## src/rtl/hazard_stall_ctrl.sv

```systemverilog
// hazard_stall_ctrl
//   Hazard/stall controller for the 5-stage core. There is no forwarding. A
//   small EX/MEM/WB scoreboard of destination registers is compared against
//   the decode-stage sources. The block sequences decode stalls, NOP
//   insertion into ID/EX, branch flushes and whole-pipe freezes while data
//   memory is busy.
//
// Ports
//   clk, rst       core clock; synchronous active-high reset
//   dec_inst       IF/ID instruction (Rs=[10:8], Rt=[7:5])
//   dec_valid      IF/ID holds a real instruction
//   dec_bsrc       source usage: 00 Rs+Rt, 01 Rs only, 1x none
//   dec_regwrite   decode instruction writes dec_rd
//   dec_rd         decode instruction destination register
//   branch_taken   branch/jump resolved taken in EX this cycle
//   mem_busy       data memory not ready (freeze everything)
//   pc_hold        hold PC
//   ifid_hold      hold IF/ID
//   idex_nop_n     low = load NOP into ID/EX
//   flush          squash IF/ID
//   freeze         hold ID/EX, EX/MEM, MEM/WB
//   state          0 RUN, 1 HAZ, 2 FLUSH, 3 MEMW
//   stall_cycles   saturating count of pc_hold cycles
module hazard_stall_ctrl #(
  parameter int          FLUSH_CYCLES = 2,
  parameter logic [15:0] NOP_INST     = 16'h0800
) (
  input  logic        clk,
  input  logic        rst,
  input  logic [15:0] dec_inst,
  input  logic        dec_valid,
  input  logic [1:0]  dec_bsrc,
  input  logic        dec_regwrite,
  input  logic [2:0]  dec_rd,
  input  logic        branch_taken,
  input  logic        mem_busy,
  output logic        pc_hold,
  output logic        ifid_hold,
  output logic        idex_nop_n,
  output logic        flush,
  output logic        freeze,
  output logic [1:0]  state,
  output logic [15:0] stall_cycles
);

  typedef enum logic [1:0] {RUN = 2'd0, HAZ = 2'd1, FLUSH = 2'd2, MEMW = 2'd3} state_t;

  typedef struct packed {
    logic       v;
    logic [2:0] rd;
  } sb_t;

  // The branch cycle is the first flush cycle, so the counter tracks only the
  // remaining wrong-path slots.
  localparam logic [1:0] CNT_INIT = 2'(FLUSH_CYCLES - 1);

  state_t      state_q, state_d;
  logic [1:0]  cnt_q, cnt_d;
  sb_t         sb_ex, sb_mem, sb_wb;
  logic [15:0] stall_q;

  logic [2:0]  rs, rt;
  logic        use_rs, use_rt, hazard;

  function automatic logic hit(input sb_t e, input logic urs, input logic urt,
                               input logic [2:0] s, input logic [2:0] t);
    return e.v & ((urs & (e.rd == s)) | (urt & (e.rd == t)));
  endfunction

  assign rs     = dec_inst[10:8];
  assign rt     = dec_inst[7:5];
  assign use_rs = ~dec_bsrc[1];
  assign use_rt = (dec_bsrc == 2'b00);

  // R0 is treated like any other register; only the canonical NOP is exempt.
  assign hazard = dec_valid & (dec_inst != NOP_INST) &
                  (hit(sb_ex,  use_rs, use_rt, rs, rt) |
                   hit(sb_mem, use_rs, use_rt, rs, rt) |
                   hit(sb_wb,  use_rs, use_rt, rs, rt));

  // Outputs and next state in one priority chain. A nonzero counter only
  // exists in FLUSH, or in MEMW when the freeze interrupted a flush, so the
  // counter alone decides whether to continue flushing.
  always_comb begin
    pc_hold    = 1'b0;
    ifid_hold  = 1'b0;
    idex_nop_n = 1'b1;
    flush      = 1'b0;
    freeze     = 1'b0;
    state_d    = RUN;
    cnt_d      = cnt_q;
    if (mem_busy) begin
      freeze    = 1'b1;
      pc_hold   = 1'b1;
      ifid_hold = 1'b1;
      state_d   = MEMW;
    end else if (branch_taken) begin
      flush      = 1'b1;
      idex_nop_n = 1'b0;
      cnt_d      = CNT_INIT;
      state_d    = (CNT_INIT != 2'd0) ? FLUSH : RUN;
    end else if (cnt_q != 2'd0) begin
      flush      = 1'b1;
      idex_nop_n = 1'b0;
      cnt_d      = cnt_q - 2'd1;
      state_d    = (cnt_q != 2'd1) ? FLUSH : RUN;
    end else if (hazard) begin
      pc_hold    = 1'b1;
      ifid_hold  = 1'b1;
      idex_nop_n = 1'b0;
      state_d    = HAZ;
    end
    if (rst) begin
      pc_hold    = 1'b0;
      ifid_hold  = 1'b0;
      idex_nop_n = 1'b0;
      flush      = 1'b1;
      freeze     = 1'b0;
    end
  end

  always_ff @(posedge clk) begin
    if (rst) begin
      state_q <= RUN;
      cnt_q   <= 2'd0;
      sb_ex   <= '0;
      sb_mem  <= '0;
      sb_wb   <= '0;
      stall_q <= 16'd0;
    end else begin
      state_q <= state_d;
      cnt_q   <= cnt_d;
      if (!freeze) begin
        sb_wb  <= sb_mem;
        sb_mem <= sb_ex;
        sb_ex  <= {idex_nop_n & dec_regwrite, dec_rd};
      end
      if (pc_hold && (stall_q != 16'hFFFF)) stall_q <= stall_q + 16'd1;
    end
  end

  assign state        = state_q;
  assign stall_cycles = stall_q;

endmodule
```

## config.mk

```make
export PLATFORM = sky130hd
export DESIGN_NAME = hazard_stall_ctrl
export DESIGN_NICKNAME = d
export VERILOG_FILES = /design/src/rtl/hazard_stall_ctrl.sv
export SDC_FILE = /design/constraint.sdc
export NUM_CORES = 1
export LEC_CHECK = 0
export CAP_MARGIN = 20
export CORE_ASPECT_RATIO = 1.2
export CORE_UTILIZATION = 35
export CTS_CLUSTER_DIAMETER = 200
export DETAILED_ROUTE_END_ITERATION = 7
export PLACE_DENSITY = 0.7
export SLEW_MARGIN = 0
export SYNTH_ARGS = -nofsm -noshare
export SYNTH_HDL_FRONTEND = slang
export SYNTH_SLANG_ARGS = --single-unit
```

## constraint.sdc

```tcl
create_clock -name clk -period 2.9 [get_ports clk]
set_input_delay 0.58 -clock clk [delete_from_list [all_inputs] [get_ports clk]]
set_output_delay 0.58 -clock clk [all_outputs]
set_load 0.005 [all_outputs]
```

Yosys cells after proc, flatten, opt, wreduce, memory -nomap -nowiden
Cells that the tools add are included.
W data, S select, Z words.
{ "totals": {"ff_bits": 32, "inputBits": 27, "out_inout_bits": 23, "wordCells": 67} }
{ "classes": {"n_addsub": 2, "eq_ne": 9, "mux": 23, "bitwise_logic": 19, "reduce_logical": 5} }
{ "op_table": {"columns": ["op", "n"], "rows": [
  ["$eq A3 B3 Y1", 6],
  ["$mux W1", 17],
  ["$add A16 B1 Y16 const B", 1],
  ["$ne A16 B12 Y1 const B", 1],
  ["$ne A16 B16 Y1 const B", 1],
  ["$and A1 B1 Y1", 12],
  ["$mux W2", 6],
  ["$or A1 B1 Y1", 5],
  ["$reduce_bool A2 Y1", 2],
  ["$logic_not A2 Y1", 1],
  ["$ne A2 B1 Y1 const B", 1],
  ["$not A1 Y1", 2],
  ["$reduce_and A2 Y1", 1],
  ["$sub A2 B1 Y2 const B", 1],
  ["$logic_and A1 B1 Y1", 1]
]} }

Longest topological paths before layout
Gate-level depths: netlist of run 1.
{ "depth": {"word_depth": 13, "ltp_mapped": 11, "mapped_depth_nobuf": 8} }

Worst setup path before layout of run 1
OpenSTA, ideal clock, no wires.
{ "synth_path": {"path_kind": "input -> output", "startpoint": "in dec_bsrc[1]", "endpoint": "out pc_hold", "arrival_ps": 1827, "setup_slack_ps": 493, "cell_stages": 7, "path_buffers": 1, "path_cell_list": "or2_1 nor4_1 a32oi_1 a31oi_4 nor2_1 nor2_1 buf_4"} }
{ "synth_between": {"elab_chain_cells": 12, "elab_cells_between_ends": 22, "classes_between": "mux (5); bitwise (16); reduce/logical (1)"} }
{ "synth_rtl": {"columns": ["item", "line", "source"], "rows": [
  ["start: declaration", "32", "input logic [1:0] dec_bsrc,"],
  ["$logic_not A2 Y1 / $not A1 Y1 (equally long branches)", "73, 72", null],
  ["$and A1 B1 Y1", "67", "return e.v & ((urs & (e.rd == s)) | (urt & (e.rd == t)));"],
  ["$or A1 B1 Y1", "67", null],
  ["$and A1 B1 Y1", "67", null],
  ["$or A1 B1 Y1", "77", "(hit(sb_ex, use_rs, use_rt, rs, rt) |"],
  ["$or A1 B1 Y1 (*)", "78", "hit(sb_mem, use_rs, use_rt, rs, rt) |"],
  ["$and A1 B1 Y1 (*)", "76", "assign hazard = dec_valid & (dec_inst != NOP_INST) &"],
  ["$mux W1 (*) (5 in a row)", null, null],
  ["end: declaration", "37", "output logic pc_hold,"]
]} }
Every way passes the cells marked *; elsewhere a longest branch is shown, timed or not.

Final worst setup path of run 1
{ "layout_path": {"startpoint": "in dec_bsrc[1]", "endpoint": "out idex_nop_n"} }
{ "layout_between": {"elab_chain_cells": 12, "elab_cells_between_ends": 22, "classes_between": "mux (5); bitwise (16); reduce/logical (1)"} }
{ "layout_rtl": {"columns": ["item", "line", "source"], "rows": [
  ["$logic_not A2 Y1 / $not A1 Y1 (equally long branches)", "73, 72", null],
  ["$and A1 B1 Y1", "67", null],
  ["$or A1 B1 Y1", "67", null],
  ["$and A1 B1 Y1", "67", null],
  ["$or A1 B1 Y1", "77", null],
  ["$or A1 B1 Y1 (*)", "78", null],
  ["$and A1 B1 Y1 (*)", "76", null],
  ["$mux W1 (*)", "107", "end else if (hazard) begin"],
  ["$mux W1 (*)", "102", "end else if (cnt_q != 2'd0) begin"],
  ["$mux W1 (*)", "97", "end else if (branch_taken) begin"],
  ["$mux W1 (*)", "92", "if (mem_busy) begin"],
  ["$mux W1 (*)", "113", "if (rst) begin"],
  ["end: declaration", "39", "output logic idex_nop_n,"]
]} }
Marks and branches as above.

==> results of run 1 <==
## layout by cell type, fill, tap and decap left out, drive strengths merged, types with 3 or more instances in the layout
master and instances:
inv 7, dfxtp 32, a21oi 9, o21ai 7, nand3 5, o31ai 4, o21a 3, o31a 3
buf 11, nor2 25, dlygate4sd2 9, clkdlybuf4s50 40, ha 3, xor2 18, or3 4, mux2i 13
nand2 11, nor4 11, o211ai 3, clkbuf 6
## timing repair
action                     CTS  global route
setup endpoints to repair    3             3
gates cloned                 0             0
gates resized for setup      9            12
pin swaps                    8             3
## kinds of logic after synthesis
| kind of cell | Yosys count |
|---|---|
| AOI/OAI and AO/OA | 36 |
| xor gates and xnor gates | 20 |
| adders and majority gates | 3 |
| buffers and inverters | 16 |
| DFF | 32 |
| muxes | 13 |
| and+or+nand+nor | 71 |
## stage by stage
step           worst slack, ps  power [µW]  util (%)  hold slack (ps)
2_1_floorplan              493         540         -              460
3_3_place_gp              -302         612      49.3              484
3_5_place_dp              -303         615      49.3              495
4_1_cts                   86.7        1030      51.4              509
5_1_grt                   6.23        1070      53.0              527
6_report                   109        1030      53.0              505
## cell type report
| type | count | area [µm²] | share of cell area, % |
|---|---|---|---|
| Timing Repair Buffer | 60 | 562 | 22.8 |
| Sequential cell | 32 | 641 | 26.0 |
| Multi-Input combinational cell | 143 | 1060 | 42.9 |
| Tap cell | 58 | 72.6 | 2.94 |
| Inverter | 7 | 26.3 | 1.06 |
| Clock buffer | 6 | 72.6 | 2.94 |
| Clock inverter | 2 | 35.0 | 1.42 |
## sequential cells by signal (all words and copies together), names as in the netlist
signal and count:
cnt_q 2, stall_cycles 16, sb_wb 4, state 2
sb_ex 4, sb_mem 4
## worst paths after layout
check | endpoint | slack (ps)
worst min-delay path | stall_cycles[4] | 510
worst max-delay path | idex_nop_n | 110
worst min register to register | stall_cycles[4] | 510
worst max register to register | stall_cycles[4] | 570
## worst max-delay path: stages
cell and delay, ps:
clkdlybuf4s50_1 420, buf_4 170, nor4_2 250, o21ai_1 140, a31oi_4 200, buf_4 140, a21oi_1 50, dlygate4sd2_1 260
## per-layer routing
| metal | track usage (%) | wire (µm) | vias up |
|---|---|---|---|
| met5 | 0 | 0 | - |
| met4 | 7.66 | 112 | 0 |
| met3 | 4.89 | 224 | 9 |
| met2 | 28.4 | 1860 | 52 |
| met1 | 19.2 | 1690 | 721 |
| li1 | - | - | 803 |
## report_power, final
part / switching [µW] / internal, µW
clock: 161 / 255
combinational: 68.9 / 79.6
sequential: 11.7 / 450
==> results.cfg, run 1 <==
[run_status]
status = complete, no violations

[drt]
wl_per_cell_um = 12.6
first_pass_iters = 4
vias = 1585
drt_iter0_markers = 39
drt-vias-per-instance = 5.15
antenna_left = 0
wirelength_mm = 3.89
drc = 0

[pwr]
vdd_ir_drop_max_uv = 266
leakagePower_uw = 0.000944
power_density_nw_per_um2 = 416

[floorplanning]
die-area_um2 = 5190
placementRows = 27
core-area_um2 = 4660
pin_count = 50
die_h_um = 78.7
start_util_pct = 36.8
die_w_um = 65.9

[synthesis]
synth_adder_area_share_pct = 2.19
synthSimpleGateAreaFrac_pct = 20.8
synth-compound-area-share_pct = 16.7
yosysTopAreaCellShare_pct = 37.3
synth_cell_type_count = 41
syn_avg_cell_area_um2 = 8.99
synth_area_um2 = 1720
synthXorXnorAreaFrac_pct = 10.2
yosysMostFrequentCell = dfxtp_1
synth_ff_type = dfxtp_1
synthTopCellsByCount = dfxtp_1 (32), nor2_1 (25), xor2_1 (18), mux2i_1 (13)
synth_mux_area_share_pct = 7.58
async_flop_share_pct = 0
ys_seq_area_share_pct = 37.3
yosys-top-cells-area = dfxtp_1 (37%), xor2_1 (9.2%), mux2i_1 (7.6%), nor2_1 (5.5%), nor4_1 (4.0%)
ys_ff_latch = 32
syn-num-nets = 221
syn-instance-count = 191
synth_edf_count = 0
yosys.area.top_type = dfxtp_1
synth_top_family_by_area = simple AND/OR/NAND/NOR gates
yosys_warnings = 0

[final_layout]
finish.instance_area_um2 = 2470
stdcell_count = 308
layout.nets = 279
drive_above_1_share_pct = 13.6
area_growth_pct = 43.8
antenna_cells = 0
fillers = 448

[sta]
fmax_mhz = 358
worst_slew_pin_slew_ps = 342
relSlewSlack_pct = 77.1
setup_viol = 0
clock_skew_ps = 7.22
slew_viol_final = 0
fin_setup_tns_ps = 0
hold_viol = 0
fin_crit_ps = 2790
fin_crit_sh_pct = 96.2
rsz0062_at_grt = no

[min_path]
hp-class = reg -> reg
hp-start = stall_cycles[4]
min_path_cells = 1

[global_routing]
antenna_found_initial = 0
grt_overflow_total = 0
grt_max_degree = 27
grt_pass1_vias = 1537
track_usage_pct = 16.8
grt_pass1_wl_mm = 6.75

[cts]
insertion_delay_ps = 290
cts_buffer_depth = 2
cts-root-buf = clkbuf_8
clk_pin_slew_worst_paths_ps = 60
cts_tree = done
cts_hold_buf = 0
clock-sinks = 32
cts_setup_buffers = 0
h-tree-depth = 2
cts_inserted_buffers = 5

[placement]
portBuffers = 49
gp_congestion = 0.916
post_dp_cell_area_um2 = 2300
dp_cells = 300
dp.final_hpwl_mm = 2.92

[worst_setup_path]
crit_path_end_kind = primary output
critical_path.startpoint = dec_bsrc[1]
r2r_cells = 11
cp.arrival_ps = 2210
critPathMaxFanout = 3
start_kind = primary input
critPathRequiredTime_ps = 2320
r2r_start = sb_ex[2]
criticalPathCategory = in -> out

[job]
cap_violations = 0
Power figures use the tool's default switching activity.
==> run 2, diff against run 1 <==
CORE_UTILIZATION = 47   (was 35)
CTS_CLUSTER_DIAMETER = not set   (was 200)
GPL_TIMING_DRIVEN = 0   (was not set)
PLACE_DENSITY = 0.87   (was 0.7)
==> run 2 against run 1 <==
Against the previous run: the flow now finishes with violations (DRC); largest power group unchanged; fmax down 1.3%; utilization rose by 18 points; first-iteration DRC count up 44%; clock skew is essentially flat; global-route usage grew 6.2 points; sequential share of layout area grew 0.24 points; worst setup slack worse by 37 ps.
==> results.cfg, run 2 (same netlist as run 1, synthesis figures left out) <==
[sta]
fin_crit_sh_pct = 97.5
worst_slew_pin_slew_ps = 474
fin_setup_tns_ps = 0
slew_viol_final = 0
fmax_mhz = 354
clock_skew_ps = 7.24
whs_ps = 486
fin_crit_ps = 2830
fin_ws_ps = 72.4
setup_viol = 0
relSlewSlack_pct = 68.4
hold_viol = 0

[placement]
post-place-ws_ps = -709
dp.final_hpwl_mm = 2.85
post_dp_cell_area_um2 = 2240
gp_congestion = 0.883
portBuffers = 48
dp_cells = 276

[final_layout]
finish.instance_area_um2 = 2450
multi_input_area_um2 = 1090
regArea_um2 = 641
fillers = 251
largest_reg_flops = 16
stdcell_count = 285
antenna_cells = 0
drive_above_1_share_pct = 16.5
layout.nets = 277
final_common_cell = clkdlybuf4s50_1
final_cell_mix = clkdlybuf4s50_1 (38), dfxtp_1 (32), nor2_1 (23), xor2_1 (17), mux2i_1 (13)
area_growth_pct = 42.5

[worst_setup_path]
critPathRequiredTime_ps = 2320
cp.arrival_ps = 2250
crit_path_end_kind = primary output
start_kind = primary input
cpPeakStageDelay_ps = 420
cpMostUsedCell = nor2_2
cp_slowest_cell = clkdlybuf4s50_1
criticalPathCategory = in -> out
crit_path_cell_trace = clkdlybuf4s50_1, or2_4, nor4_4, a32oi_2, a31oi_4, nor2_2, nor2_2, buf_4, clkdlybuf4s15_2
critPathMaxFanout = 3

[cts]
cts_inserted_buffers = 5
cts_tree = done
clock-sinks = 32
cts-root-buf = clkbuf_8
h-tree-depth = 2
cts_buffer_depth = 2
insertion_delay_ps = 290
cts_hold_buf = 0
clk_pin_slew_worst_paths_ps = 70

[drt]
wirelength_mm = 4.25
vias = 1611
drt-vias-per-instance = 5.65
wl_per_cell_um = 14.9
antenna_left = 0
drt_iter0_markers = 56
first_pass_iters = 6
drc = 6

[floorplanning]
die_w_um = 57.2
start_util_pct = 50.1
die-area_um2 = 3900
pin_count = 50
core-area_um2 = 3420
die_h_um = 68.2
placementRows = 23

[run_status]
status = complete, but fails checks
violations = DRC

[job]
cap_violations = 0

[global_routing]
grt_overflow_total = 0
grt_max_degree = 20
track_usage_pct = 23.0
grt_pass1_vias = 1560
antenna_found_initial = 0
grt_pass1_wl_mm = 6.72

[pwr]
power_density_nw_per_um2 = 403
vdd_ir_drop_max_uv = 352
leakagePower_uw = 0.000928

[min_path]
hp-class = in -> reg
## run 2: cell types whose count changed in the layout (fill, tap and decap cells not counted), moves of 2 or more
cell	before	now
buf_4	11	4
buf_6	0	5
clkdlybuf4s50_1	40	38
dlygate4sd2_1	9	7
nor2_1	25	23
nor2_2	0	2
nor4_1	6	4
nor4_2	3	5
## run 2: worst paths after layout
path                                      start              end  cells past startpoint  slack [ps]
worst max register to register        sb_mem[2]  stall_cycles[1]                     11         530
worst min register to register  stall_cycles[9]  stall_cycles[9]                      2         490
worst min-delay path                        rst  stall_cycles[9]                      2         490
worst max-delay path                dec_bsrc[0]          pc_hold                      9          70
## run 2: final cells by class
type | count | area share (%)
Buffer | 7 | 2.30
Clock buffer | 6 | 3.38
Clock inverter | 2 | 0.409
Inverter | 7 | 1.07
Multi-Input combinational cell | 143 | 44.5
Sequential cell | 32 | 26.2
Tap cell | 37 | 1.89
Timing Repair Buffer | 51 | 20.3
## run 2: layer usage
layer / vias up / wire [µm] / part of all wire, % / GRT usage [%]
li1: 799 / - / - / -
met1: 733 / 1670 / 39 / 23.3
met2: 62 / 2180 / 51 / 43.5
met3: 17 / 227 / 5.3 / 6.05
met4: 0 / 168 / 4.0 / 11.6
met5: - / 0 / 0 / 0
## run 2: through the flow
stage	util, %	total power [µW]
2_1_floorplan	-	540
3_3_place_gp	65.5	609
3_5_place_dp	65.5	612
4_1_cts	70.0	977
5_1_grt	71.4	1010
6_report	71.4	985
## run 2: critical path, delay by kind of cell
| family | cells | cell delay (ps) |
|---|---|---|
| AO/OA/AOI/OAI | 2 | 360 |
| buffers and inverters | 3 | 720 |
| AND/OR/NAND/NOR | 4 | 600 |
## run 2: power by group
group	internal [µW]	total, µW	switching, µW
Combinational	78.5	153	74.3
Clock	189	370	180
Sequential	450	463	12.8
## run 2: what timing repair did
action,4_1_cts,5_1_grt
setup buffers,4,0
pin swaps,9,4
resized for setup,24,11
setup endpoints to repair,5,3
